--- src/rtl/symbol_uart_logger.sv ---
// Packs demodulated symbols LSB-first into bytes, queues them with packet markers, and streams them out as UART 8N1.
// Latency: completing strobe at N -> FIFO write N+1 -> pop N+2 -> start bit on uart_tx at N+3; frame is 10*CLK_DIV cycles.
// Backpressure: none upstream; writes to a full FIFO are dropped and latch fifo_overflow until reset.
module symbol_uart_logger #(
    parameter int          CLK_DIV = 139,
    parameter int          FIFO_AW = 4,
    parameter logic [7:0]  MARKER  = 8'h7E
) (
    input  logic clk,
    input  logic rst,
    input  logic en,
    input  logic update,
    input  logic value,
    input  logic packet_detected,
    output logic uart_tx,
    output logic busy,
    output logic fifo_overflow
);

    localparam int DEPTH = 1 << FIFO_AW;
    localparam int CW    = FIFO_AW + 1;
    localparam int DW    = (CLK_DIV > 1) ? $clog2(CLK_DIV) : 1;

    typedef enum logic [1:0] {IDLE, START, DATA, STOP} tx_state_t;

    logic                update_q;
    logic                pkt_q;
    logic                sym_stb;
    logic                pkt_stb;
    logic [2:0]          bit_cnt;
    logic [7:0]          shift;
    logic                byte_vld;
    logic                marker_pend;

    logic [7:0]          mem [DEPTH];
    logic [FIFO_AW-1:0]  wr_ptr;
    logic [FIFO_AW-1:0]  rd_ptr;
    logic [CW-1:0]       count;
    logic                full;
    logic                empty;
    logic                wr_req;
    logic                wr_ok;
    logic [7:0]          wr_dat;

    tx_state_t           state;
    tx_state_t           state_nxt;
    logic [DW-1:0]       div_cnt;
    logic [2:0]          idx;
    logic [7:0]          tx_byte;
    logic                div_done;
    logic                pop;
    logic                tx_line;

    assign sym_stb = update & ~update_q;
    assign pkt_stb = packet_detected & ~pkt_q;

    // Registered copies of the strobe inputs for rising-edge detection.
    always_ff @(posedge clk or posedge rst) begin
        if (rst) begin
            update_q <= 1'b0;
            pkt_q    <= 1'b0;
        end else begin
            update_q <= update;
            pkt_q    <= packet_detected;
        end
    end

    // Symbol packer: a packet strobe restarts the byte, and a coincident symbol becomes bit 0.
    always_ff @(posedge clk or posedge rst) begin
        if (rst) begin
            bit_cnt  <= 3'd0;
            shift    <= 8'd0;
            byte_vld <= 1'b0;
        end else begin
            byte_vld <= 1'b0;
            if (!en) begin
                bit_cnt <= 3'd0;
            end else if (pkt_stb) begin
                if (sym_stb) begin
                    shift[0] <= value;
                    bit_cnt  <= 3'd1;
                end else begin
                    bit_cnt  <= 3'd0;
                end
            end else if (sym_stb) begin
                shift[bit_cnt] <= value;
                bit_cnt        <= bit_cnt + 3'd1;
                if (bit_cnt == 3'd7) begin
                    byte_vld <= 1'b1;
                end
            end
        end
    end

    // Pending marker: set on a packet strobe, cleared once it gets the write port (data wins ties).
    always_ff @(posedge clk or posedge rst) begin
        if (rst) begin
            marker_pend <= 1'b0;
        end else if (en && pkt_stb) begin
            marker_pend <= 1'b1;
        end else if (marker_pend && !byte_vld) begin
            marker_pend <= 1'b0;
        end
    end

    assign full   = (count == CW'(DEPTH));
    assign empty  = (count == '0);
    assign wr_req = byte_vld | marker_pend;
    assign wr_dat = byte_vld ? shift : MARKER;
    // A pop in the same cycle frees the slot, so a write to a full FIFO is still accepted then.
    assign wr_ok  = wr_req & (~full | pop);

    // FIFO storage and pointers; count tracks occupancy including simultaneous read/write.
    always_ff @(posedge clk or posedge rst) begin
        if (rst) begin
            wr_ptr        <= '0;
            rd_ptr        <= '0;
            count         <= '0;
            fifo_overflow <= 1'b0;
        end else begin
            if (wr_ok) begin
                wr_ptr <= wr_ptr + FIFO_AW'(1);
            end
            if (pop) begin
                rd_ptr <= rd_ptr + FIFO_AW'(1);
            end
            if (wr_ok && !pop) begin
                count <= count + CW'(1);
            end else if (!wr_ok && pop) begin
                count <= count - CW'(1);
            end
            if (wr_req && !wr_ok) begin
                fifo_overflow <= 1'b1;
            end
        end
    end

    // FIFO memory array; no reset needed because reads are gated by the occupancy count.
    always_ff @(posedge clk) begin
        if (wr_ok) begin
            mem[wr_ptr] <= wr_dat;
        end
    end

    assign div_done = (div_cnt == DW'(CLK_DIV - 1));

    // UART state register.
    always_ff @(posedge clk or posedge rst) begin
        if (rst) begin
            state <= IDLE;
        end else begin
            state <= state_nxt;
        end
    end

    // UART next-state and line level; IDLE pops straight into START so frames are 1 idle cycle apart.
    always_comb begin
        state_nxt = state;
        pop       = 1'b0;
        tx_line   = 1'b1;
        case (state)
            IDLE: begin
                if (!empty) begin
                    pop       = 1'b1;
                    state_nxt = START;
                end
            end
            START: begin
                tx_line = 1'b0;
                if (div_done) begin
                    state_nxt = DATA;
                end
            end
            DATA: begin
                tx_line = tx_byte[idx];
                if (div_done && idx == 3'd7) begin
                    state_nxt = STOP;
                end
            end
            STOP: begin
                tx_line = 1'b1;
                if (div_done) begin
                    state_nxt = IDLE;
                end
            end
            default: begin
                state_nxt = IDLE;
            end
        endcase
    end

    // Bit-period divider, data bit index and the byte latched at pop time.
    always_ff @(posedge clk or posedge rst) begin
        if (rst) begin
            div_cnt <= '0;
            idx     <= 3'd0;
            tx_byte <= 8'd0;
        end else begin
            if (pop) begin
                tx_byte <= mem[rd_ptr];
            end
            if (state == IDLE) begin
                div_cnt <= '0;
                idx     <= 3'd0;
            end else if (div_done) begin
                div_cnt <= '0;
                if (state == DATA) begin
                    idx <= idx + 3'd1;
                end
            end else begin
                div_cnt <= div_cnt + DW'(1);
            end
        end
    end

    assign uart_tx = tx_line;
    assign busy    = !empty || (state != IDLE);

endmodule
--- config.mk ---
export PLATFORM = sky130hd
export DESIGN_NAME = symbol_uart_logger
export DESIGN_NICKNAME = d
export VERILOG_FILES = /design/src/rtl/symbol_uart_logger.sv
export SDC_FILE = /design/constraint.sdc
export NUM_CORES = 1
export LEC_CHECK = 0
export ABC_AREA = 1
export CORE_MARGIN = 1.5
export CORE_UTILIZATION = 67
export DETAILED_ROUTE_END_ITERATION = 8
export PLACE_DENSITY = 0.89
export SYNTH_ARGS = -nofsm -noshare
export SYNTH_HDL_FRONTEND = slang
export SYNTH_SLANG_ARGS = --single-unit
export TNS_END_PERCENT = 50
--- constraint.sdc ---
create_clock -name clk -period 5.4 [get_ports clk]
set_clock_uncertainty 0.1 [all_clocks]
set_input_delay 0.54 -clock clk [delete_from_list [all_inputs] [get_ports clk]]
set_output_delay 0.54 -clock clk [all_outputs]
set_load 0.01 [all_outputs]
### Word-level counts from Yosys, hierarchy flattened

Memory sizes are Yosys's and may differ from the RTL's. A register that Yosys moved wholly into a read port is not among the register bits.
Cells that the tools add are included.

* add/subtract/negate cells: 7
* order comparisons: 3
* equal/unequal tests: 12
* muxes and demuxes: 36
* bitwise logic cells: 9
* reduce and logical (&&, ||, !) cells: 23

Operators by type and width (number)
* $mux W8: 3
* $mux W3: 6
* $mux W1: 16
* $mux W5: 2
* $reduce_bool A2 Y1: 5
* $add A4 B1 Y4 const B: 2
* $add A8 B1 Y8 const B: 1
* $bwmux W8: 1
* $eq A8 B8 Y1 const B: 1
* $lt A3 B4 Y1 const B: 2
* $mux W2: 4
* $ne A2 B2 Y1 const B: 4
* $pmux W2 S4: 1
* $logic_and A1 B1 Y1: 7
* $add A3 B1 Y3 const B: 2
* $eq A3 B3 Y1 const B: 2
* $add A5 B1 Y5 const B: 1
* $eq A5 B5 Y1 const B: 1
* $logic_not A5 Y1: 1
* $sub A5 B1 Y5 const B: 1
* $eq A2 B2 Y1 const B: 2
* $logic_not A1 Y1: 4
* $not A1 Y1: 4
* $reduce_and A2 Y1: 2
* 12 further kinds: 15

* register bits: 42
* RAM bits: 128
* input bits: 6
* output and inout port bits: 3
* memories: 1

Memory list
* mem: depth 16, bits a word 8, rd ports 1, clocked after Yosys merged registers in 1, write ports 1, RTL line 35 `logic [7:0] mem [DEPTH];`

### Logic depth before layout (Yosys ltp)

* word-level depth: 9
* depth in mapped cells: 14
* gate-level depth less buffers: 14

### Least setup slack after synthesis

Ideal clock, no wire load.

* kind: register -> register
* start point: register state[0]
* end point: register count[4]
* arrival time: 2.198 ns
* setup slack: 2.986 ns
* stages on the path, launching flop included: 15
* period minus slack after synthesis: 2.414 ns
* cell sequence: dfrtp_1 > inv_1 > ha_1 > inv_2 > nand2_1 > nor2_2 > nor2_8 > ha_1 > inv_1 > ha_1 > a21oi_1 > nand2_1 > xor2_1 > nand2_1 > nand2_1

* longest elaborated chain between the ends: 7
* elaborated cells between the ends (all ways): 10
* those cells by class: mux (2); bitwise (2); reduce/logical (6)

RTL lines
* start: declaration: RTL line 45 `tx_state_t state;`
* start signal: assignment: RTL line 152 `state <= state_nxt;`
* $logic_not A2 Y1 (*): RTL line 161 `case (state)`
* $mux W1 (*): RTL line 161
* $or A1 B1 Y1 (*): RTL line 111 `assign wr_ok = wr_req & (~full | pop);`
* $and A1 B1 Y1 (*): RTL line 111
* named net wr_ok: RTL line 42 `logic wr_ok;`
* $logic_not A1 Y1: RTL line 129 `end else if (!wr_ok && pop) begin`
* $logic_and A1 B1 Y1: RTL line 129
* $reduce_bool A2 Y1 (no line)
* end signal: assignment: RTL line 128 `count <= count + CW'(1);`
* end signal: assignment: RTL line 130 `count <= count - CW'(1);`
* end: declaration: RTL line 38 `logic [CW-1:0] count;`

Mark *: on every way through the listed nets, which the timed path passes. The rest lies on a longest branch.
A chain may end at the register's enable or synchronous reset.

### Final worst setup path

* start point: register state[0]
* end point: register count[3]

Same word-level chain as after synthesis.

==> impl_metrics.toml <==
[final_layout]
fillers = 742
layout-drive-gt1-share_pct = 5.731
diodes = 0
final_common_cell = "nand2_1"
area_growth_pct = 8.661
fin_util_pct = 74.33
nNetsFinal = 870
layout_common_cells = "nand2_1, inv_1, edfxtp_1"

[critical_path]
r2r_slack_ps = 2620
path_delay_family = "adder cells"
max_stage_delay_ps = 400
cp_cell_sequence = "inv_1, ha_1, inv_2, nand2_1, nor2_2, nor2_8, ha_1, inv_1, ha_1, nand2_1, nand2_1, a21oi_1, xor2_1, o21ai_0"
crit_fanout = 10
startpoint = "state[0]$_DFFE_PP0P_"
cp_slowest_cell = "dfrtp_1"
r2r-start = "state[0]$_DFFE_PP0P_"
cp.required_ps = 5600
crit_buf_inv = 3
worstPathArrival_ps = 2980
end_kind = "flip-flop"
critPathKind = "flip-flop to flip-flop"
start_kind = "flip-flop"

[cts]
ctsResizeCount = 0
postCtsHoldBufs = 0
cts_sinks = 178
clk_path_buf_depth = 2
cts_tree = "yes"
clk_latency_ps = 440
cts_buffers = 17
cts.htree.levels = 4
clockRootBuffer = "clkbuf_16"
cts.reportedPaths.clkPinSlew_ps = 70
post-cts-setup-buffers = 0

[timing]
fin_tns_setup_ps = 0
max_clock_freq_mhz = 360.2
rsz0062_at_grt = "false"
drv_slew = 0
post-route-min-period_ps = 2776
setup_violations = 0
worstMarginPinSlew_ps = 1112
hold_violations = 0
maxSlewHeadroom_pct = 25.79
finalCritPeriodShare_pct = 51.41

[synthesis]
synth_ff_type = "edfxtp_1"
yosysWarnings = 0
synth_area_per_cell_um2 = 9.677
syn-num-nets = 869
mappedNetlistArea_um2 = 8148
ys_seq_area_share_pct = 62.53
async_flop_share_pct = 28.09
synth.distinct_cells = 28
ys_seq_elements = 178
syn-instance-count = 842
synth_edf_count = 128

[route]
route.met3.wl_um = 1477
vias_per_cell = 5.733
postRouteAntennaNets = 0
drt_pass1_iterations = 6
via_count = 5744
drc = 0
drt-met1-wl_um = 6351
drt-initial-drc-count = 812
dr_wl_met2_um = 9070
avgRoutedWirePerCell_um = 17.44
drt-total-wl_um = 17470
highest-signal-layer = "met4"

[power_and_ir_drop]
ir_worst_vdd_v = 0.0002711
p_leak_nw = 3.911
power_density_nw_per_um2 = 345.1

[worst_hold_path]
worstHoldStart = "shift[3]$_DFFE_PP0P_"
hold_class = "flip-flop to flip-flop"

[die]
die_area_um2 = 12830
die_y_um = 113.3
row_count = 40
die_w_um = 113.3
io_pins = 9
core-area_um2 = 11910
initial_core_util_pct = 68.40

[grt]
grt.total_usage_pct = 29.61
grt_max_degree = 68
grt_pass1_vias = 5644
grt_pass1_wl_um = 28310
antenna_found_initial = 0
overflow = 0

[placed_design]
place_congestion = 0.8535
port_buffers = 8
dp_hpwl_um = 10260

[flow_run]
maxCapViolCount = 0

[outcome]
status = "finished, final reports clean"
-- metrics by stage --
step                std cells  hold slack, ps  setup slack [ps]  power [W]  instance area (um^2)
global placement          971           358.2              2850   0.001811                  8264
CTS                      1002           382.6              2633   0.003054                  8853
detailed placement        971           362.9              2665   0.001837                  8264
global route             1002           396.2              2375   0.003149                  8853
finish                   1002           382.0              2624   0.003056                  8853
floorplan                 842           343.6              2986   0.001758                  8148
-- area by class of cell --
cell class | count | area, um^2 | area share [%]
clock inverter | 14 | 163.9 | 1.851
clock buffer | 17 | 425.4 | 4.805
sequential | 178 | 5096 | 57.56
inverter | 138 | 518.0 | 5.851
timing repair buffer | 10 | 95.09 | 1.074
tap | 147 | 183.9 | 2.077
multi-input combinational | 498 | 2371 | 26.78
-- cell families (layout without fill, tap and decap cells) --
kind of cell,count (synthesis),count (layout),synth area share (%)
compound gates,30,30,1.935
xor+xnor,12,12,1.290
fa+ha+maj,21,21,3.317
buf+inv,166,179,8.369
flops,178,178,62.53
simple gates,435,435,22.56
-- layer usage --
metal / vias up / track usage (%)
met5: - / 0
met4: 0 / 14.25
met3: 52 / 6.267
met2: 305 / 49.98
met1: 2693 / 36.83
li1: 2694 / -
-- report_power, final --
group	switching [W]	internal [W]	total [W]
registers	0.0000522	0.00152	0.00157
clock network	0.000508	0.000721	0.00123
logic	0.000165	0.0000900	0.000255
total	0.000726	0.00233	0.00306
-- Yosys cell counts (all sizes together), types with 3 or more instances --
master  instances  area, um^2
a21oi           5       25.02
inv           136       510.5
or2             9       56.30
nor3b           3       22.52
xnor2           3       26.28
o21ai          22       110.1
buf            26       156.4
dfrtp          50        1251
nor2           50       206.5
edfxtp        128        3844
xor2            9       78.83
ha             20       250.2
nand4           3       18.77
nand3         111       555.5
nand2         256       963.4
nor3            3       15.01
-- worst reg2reg max path: stages, from the launching register on --
cell and delay [ps]:
dfrtp_1 400, inv_1 100, ha_1 290, inv_2 120, nand2_1 70, nor2_2 260
nor2_8 80, ha_1 250, inv_1 150, ha_1 270, nand2_1 90, nand2_1 70
a21oi_1 150, xor2_1 170, o21ai_0 100
-- state kept, by name, indices dropped and copies added (netlist names), 3 cells and up --
register and cells:
shift 8, bit_cnt 3, div_cnt 8, idx 3, rd_ptr 4, count 5, tx_byte 8, wr_ptr 4
mem 128
-- final timing paths --
kind	cells past startpoint	end
hold / removal	2	shift[3]$_DFFE_PP0P_
setup / recovery	14	count[3]$_DFFE_PP0P_
hold reg to reg	2	shift[3]$_DFFE_PP0P_
setup reg to reg	14	count[3]$_DFFE_PP0P_
max in group asynchronous	2	rd_ptr[0]$_DFFE_PP0P_
min in group asynchronous	2	count[0]$_DFFE_PP0P_
Power figures use the tool's default switching activity.
